--- src/rtl/rsa_mont_mult_if.sv ---
// Handshake and operand bundle between the exponentiation sequencer
// and the bit-serial Montgomery multiplier.
interface rsa_mont_mult_if #(
    parameter int WIDTH = 7
) ();
    logic             en;
    logic             start;
    logic [WIDTH-1:0] a;
    logic [WIDTH-1:0] b;
    logic [WIDTH-1:0] p;
    logic             busy;
    logic             done;
    logic [WIDTH-1:0] result;

    modport master (
        output en, start, a, b, p,
        input  busy, done, result
    );

    modport slave (
        input  en, start, a, b, p,
        output busy, done, result
    );
endinterface

--- src/rtl/rsa_mont_mult.sv ---
// Bit-serial radix-2 Montgomery multiplier: result = a*b*2^-WIDTH mod p.
// One operand bit per cycle, then a single conditional-subtract step.
module rsa_mont_mult #(
    parameter int WIDTH = 7
) (
    input  logic           clk,
    input  logic           rst,
    rsa_mont_mult_if.slave bus
);
    localparam int CW = (WIDTH > 1) ? $clog2(WIDTH) : 1;
    localparam int SW = WIDTH + 2;
    localparam logic [CW-1:0] LAST = CW'(WIDTH - 1);

    typedef enum logic [1:0] {
        IDLE,
        RUN,
        CORR
    } state_e;

    state_e state_q, state_d;

    logic [WIDTH-1:0] ra_q, ra_d;
    logic [WIDTH-1:0] rb_q, rb_d;
    logic [WIDTH-1:0] rp_q, rp_d;
    logic [SW-1:0]    s_q, s_d;
    logic [CW-1:0]    cnt_q, cnt_d;
    logic [WIDTH-1:0] result_q, result_d;
    logic             done_q, done_d;

    logic [SW-1:0]    t;
    logic [SW-1:0]    u;

    always_ff @(posedge clk) begin
        if (rst) begin
            state_q  <= IDLE;
            ra_q     <= '0;
            rb_q     <= '0;
            rp_q     <= '0;
            s_q      <= '0;
            cnt_q    <= '0;
            result_q <= '0;
            done_q   <= 1'b0;
        end else if (bus.en) begin
            state_q  <= state_d;
            ra_q     <= ra_d;
            rb_q     <= rb_d;
            rp_q     <= rp_d;
            s_q      <= s_d;
            cnt_q    <= cnt_d;
            result_q <= result_d;
            done_q   <= done_d;
        end
    end

    always_comb begin
        state_d = state_q;
        unique case (state_q)
            IDLE: if (bus.start) state_d = RUN;
            RUN:  if (cnt_q == LAST) state_d = CORR;
            CORR: state_d = IDLE;
            default: state_d = IDLE;
        endcase
    end

    // S stays below 2p, so t < 3p and t + p < 4p fit in WIDTH+2 bits
    always_comb begin
        t = s_q + (ra_q[cnt_q] ? {2'b00, rb_q} : '0);
        u = t + (t[0] ? {2'b00, rp_q} : '0);
    end

    always_comb begin
        ra_d     = ra_q;
        rb_d     = rb_q;
        rp_d     = rp_q;
        s_d      = s_q;
        cnt_d    = cnt_q;
        result_d = result_q;
        done_d   = done_q;
        unique case (state_q)
            IDLE: begin
                done_d = 1'b0;
                if (bus.start) begin
                    ra_d  = bus.a;
                    rb_d  = bus.b;
                    rp_d  = bus.p;
                    s_d   = '0;
                    cnt_d = '0;
                end
            end
            RUN: begin
                s_d   = u >> 1;
                cnt_d = cnt_q + CW'(1);
            end
            CORR: begin
                if (s_q >= {2'b00, rp_q})
                    result_d = WIDTH'(s_q - {2'b00, rp_q});
                else
                    result_d = s_q[WIDTH-1:0];
                done_d = 1'b1;
            end
            default: ;
        endcase
    end

    always_comb begin
        bus.busy   = (state_q != IDLE);
        bus.done   = done_q;
        bus.result = result_q;
    end
endmodule
--- src/flat_wrapper.sv ---
// flat-port wrapper written by rule: the top's interface ports become plain ports
module rsa_mont_mult_flat 
#(
    parameter int WIDTH = 7
)
  (clk, rst, bus_en, bus_start, bus_a, bus_b, bus_p, bus_busy, bus_done, bus_result);
  rsa_mont_mult_if #(.WIDTH(WIDTH)) bus_i ();
  input  logic clk;
  input  logic rst;
  input wire logic [$bits(bus_i.en)-1:0] bus_en;
  input wire logic [$bits(bus_i.start)-1:0] bus_start;
  input wire logic [$bits(bus_i.a)-1:0] bus_a;
  input wire logic [$bits(bus_i.b)-1:0] bus_b;
  input wire logic [$bits(bus_i.p)-1:0] bus_p;
  output wire logic [$bits(bus_i.busy)-1:0] bus_busy;
  output wire logic [$bits(bus_i.done)-1:0] bus_done;
  output wire logic [$bits(bus_i.result)-1:0] bus_result;
  assign bus_i.en = bus_en;
  assign bus_i.start = bus_start;
  assign bus_i.a = bus_a;
  assign bus_i.b = bus_b;
  assign bus_i.p = bus_p;
  assign bus_busy = bus_i.busy;
  assign bus_done = bus_i.done;
  assign bus_result = bus_i.result;
  rsa_mont_mult #(.WIDTH(WIDTH)) u_core (.clk(clk), .rst(rst), .bus(bus_i));
endmodule
--- config.mk ---
export PLATFORM = sky130hd
export DESIGN_NAME = rsa_mont_mult_flat
export DESIGN_NICKNAME = d
export VERILOG_FILES = /design/src/rtl/rsa_mont_mult_if.sv /design/src/rtl/rsa_mont_mult.sv /design/src/flat_wrapper.sv
export SDC_FILE = /design/constraint.sdc
export NUM_CORES = 1
export LEC_CHECK = 0
export CELL_PAD_IN_SITES_DETAIL_PLACEMENT = 1
export CELL_PAD_IN_SITES_GLOBAL_PLACEMENT = 1
export CORE_MARGIN = 2
export CORE_UTILIZATION = 40
export CTS_CLUSTER_DIAMETER = 150
export CTS_CLUSTER_SIZE = 25
export DETAILED_ROUTE_END_ITERATION = 6
export HOLD_SLACK_MARGIN = 0.1
export MAX_ROUTING_LAYER = met4
export PLACE_DENSITY = 0.9
export SYNTH_ARGS = -nofsm -noshare
export SYNTH_HDL_FRONTEND = slang
export SYNTH_SLANG_ARGS = --single-unit
--- constraint.sdc ---
create_clock -name clk -period 6.85 [get_ports clk]
set_input_delay 0.685 -clock clk [delete_from_list [all_inputs] [get_ports clk]]
set_output_delay 0.685 -clock clk [all_outputs]
set_load 0.05 [all_outputs]
==> run_results.csv <==
group,metric,value,unit
placed_design,place_hpwl,5320,um
die,die_w,85.4,um
timing,fin_crit_sh,60.8,%
pwr,power_frac_comb,15.8,%
timing,finalCriticalPeriod,4.16,ns
pwr,switching_share,28.3,%
pwr,clockPowerShare,33.4,%
cells_and_area,drive_above_1_share,6.20,%
cells_and_area,layout.area.seq,841,sq um
timing,tightest_slew,0.815,ns
synth,async_flop_share,0,%
synth,syn_avg_cell_area,8.16,sq um
clock_network,cts_max_level,2,
timing,slew-limit-headroom,45.5,%
timing,finalMaxSlewViolations,0,
pwr,p_seq_share,50.8,%
timing,fmax,240,MHz
route,drc,0,
die,start_util,41.5,%
clock_network,cts-resized-gates,0,
cells_and_area,multi_input_area,1720,sq um
grt,grt_overflow,0,
route,drt_wl_total,6660,um
critical_path,setup.worst_path.end_class,"register",
grt,grt_max_degree,42,
critical_path,crit_fanout,7,
timing,grt_setup_unrepaired,"no",
placed_design,io_buffers,33,
pwr,power.switching,143,uW
pwr,powerDensity,161,nW/um^2
outcome,status,"complete, no violations",
synth,synth_flop_cell,"dfxtp_1",
die,dieArea,7300,sq um
placed_design,routabilityCongestion,0.835,
grt,grt_use_total,19.4,%
clock_network,cts.clk_slew.worst_paths,0.09,ns
synth,netlist-cell-type-count,53,
route,drt-pass1-iter-count,4,
die,rows,29,
critical_path,critical_path_class,"reg -> reg",
clock_network,numCtsBuffers,5,
cells_and_area,antennaDiodeCount,0,
run,drv_cap,0,
route,routedWlPerCell,15.4,um
synth,synth_nets,375,
route,num_vias,2350,
clock_network,post_cts_buffers,0,
grt,grt_antenna_before_repair,0,
critical_path,crit_required,7.04,ns
clock_network,cts_tree,"built",
pwr,cell_internal_pwr,362,uW
cells_and_area,final_common_cell,"nand2_1",
timing,tns,0,ns
clock_network,root_buffer,"clkbuf_8",
cells_and_area,finalNonFillerCells,432,
die,fp.dieH,85.4,um
synth,syn_area,2650,sq um
hold_path,min_path_type,"reg -> reg",
cells_and_area,final_nets,404,
clock_network,hold_buffers,0,
cells_and_area,area_growth,18.2,%
cells_and_area,final_util,49.1,%
cells_and_area,final_cell_mix,"52 x nand2_1, 42 x dfxtp_1, 36 x a21oi_1",
synth,ys_seq_area_share,31.7,%
pwr,vdd_drop_max,91.6,uV
placed_design,dp_cells,424,
clock_network,numClockSinks,42,
pwr,p_leak,1.24,nW
synth,synth_edf_count,0,
timing,fin_worst_skew,0.0136,ns
route,postRouteAntennaNets,0,
synth,synth-seq-cells,42,
die,ioPinCount,34,
grt,grt_first_pass_wirelength,10900,um
clock_network,cts_buffer_depth,2,
cells_and_area,fill_cells,788,
synth,syn_inst,325,
timing,setup-violations-final,0,
timing,hold_violations,0,
die,fp.coreArea,6390,sq um
clock_network,clock_latency,0.31,ns
route,vias_per_cell,5.44,
critical_path,cp.arrival,4.35,ns
grt,grt_pass1_vias,2410,
route,drt-initial-drc-count,113,
critical_path,worstSetupStartpointType,"register",
synth,ys.warnings.count,0,
## cell families after synthesis
| family | after synthesis | synth area share (%) |
|---|---|---|
| AND/OR/NAND/NOR | 127 | 22.1 |
| AO/OA/AOI/OAI | 83 | 20.9 |
| flip-flops | 42 | 31.7 |
| buffers and inverters | 25 | 3.54 |
| adder cells (fa/ha/maj) | 25 | 12.6 |
| XOR/XNOR | 15 | 5.47 |
| multiplexers | 8 | 3.68 |
## synth_stat cells, drive strengths merged, types with 2 or more instances
cell | count | area [sq um]
nand2 | 52 | 195
dfxtp | 42 | 841
a21oi | 38 | 198
nor2 | 32 | 120
ha | 22 | 275
inv | 13 | 48.8
clkbuf | 10 | 37.5
nor2b | 10 | 65.1
xnor2 | 10 | 87.6
o21ai | 9 | 48.8
and2 | 7 | 43.8
nor3 | 7 | 40.0
a211oi | 6 | 45.0
mux2i | 6 | 60.1
a22o | 5 | 43.8
a22oi | 5 | 37.5
o21a | 4 | 30.0
or3 | 4 | 25.0
xor2 | 4 | 35.0
a21o | 3 | 30.0
and3 | 3 | 18.8
fa | 3 | 60.1
nand3 | 3 | 15.0
a311oi | 2 | 23.8
buf | 2 | 7.51
nand2b | 2 | 12.5
nand4 | 2 | 12.5
o221ai | 2 | 17.5
o31ai | 2 | 20.0
## routing by layer
metal | up-vias | track usage (%) | routed length [um]
met1 | 1105 | 21.5 | 2990
li1 | 1197 | - | -
met4 | 0 | 6.20 | 119
met5 | - | - | 0
met3 | 9 | 2.63 | 147
met2 | 39 | 35.5 | 3400
## flip-flops by register name, summed over array words and instances (netlist names)
| signal | flops |
|---|---|
| u_core.rp_q | 7 |
| u_core.ra_q | 7 |
| u_core.state_q | 2 |
| u_core.bus.done | 1 |
| u_core.bus.result | 7 |
| u_core.cnt_q | 3 |
| u_core.s_q | 8 |
| u_core.rb_q | 7 |
## power by group through the flow
stage | clock network (mW) | registers, mW | logic [mW]
2_1_floorplan | 0 | 0.259 | 0.0539
3_3_place_gp | 0 | 0.262 | 0.0769
3_5_place_dp | 0 | 0.262 | 0.0804
4_1_cts | 0.174 | 0.256 | 0.0808
5_1_grt | 0.182 | 0.257 | 0.0877
6_report | 0.169 | 0.256 | 0.0798
## worst paths after layout
path         slack (ns)              to  cells past startpoint             from
min                0.46  u_core.rb_q[4]                      2   u_core.rb_q[4]
min reg2reg        0.46  u_core.rb_q[4]                      2   u_core.rb_q[4]
max reg2reg        2.69   u_core.s_q[7]                     17  u_core.cnt_q[0]
max                2.69   u_core.s_q[7]                     17  u_core.cnt_q[0]
## per-stage QoR
stage | power [mW] | cell area (sq um) | setup slack, ns | hold slack, ns
after floorplan | 0.313 | 2650 | 3.08 | 0.432
after global placement | 0.339 | 3040 | 2.86 | 0.439
after detailed placement | 0.343 | 3040 | 2.70 | 0.446
after CTS | 0.511 | 3130 | 2.64 | 0.459
after global routing | 0.527 | 3130 | 2.31 | 0.471
final | 0.505 | 3130 | 2.69 | 0.456
## cell type report
| class | instances | share of cell area [%] |
|---|---|---|
| clock buffer | 5 | 2.20 |
| clock inverter | 3 | 0.758 |
| inverter | 13 | 1.56 |
| multi-input combinational | 258 | 54.8 |
| sequential | 42 | 26.8 |
| tap | 77 | 3.07 |
| timing repair buffer | 34 | 10.8 |
## critical path, cell delays in order (launching register included)
cell      delay (ns)
dfxtp_1         0.43
mux4_2          0.52
o21ai_1         0.38
nor2b_1         0.10
ha_1            0.23
fa_1            0.40
a21oi_1         0.22
o21ai_2         0.12
o21a_1          0.18
nor2_1          0.12
xnor2_1         0.09
ha_1            0.22
or3_1           0.36
o21ai_0         0.11
nor3_1          0.07
or3b_1          0.17
nand4b_1        0.09
a22o_1          0.23
Note: power is estimated with default switching activity, not from simulation.
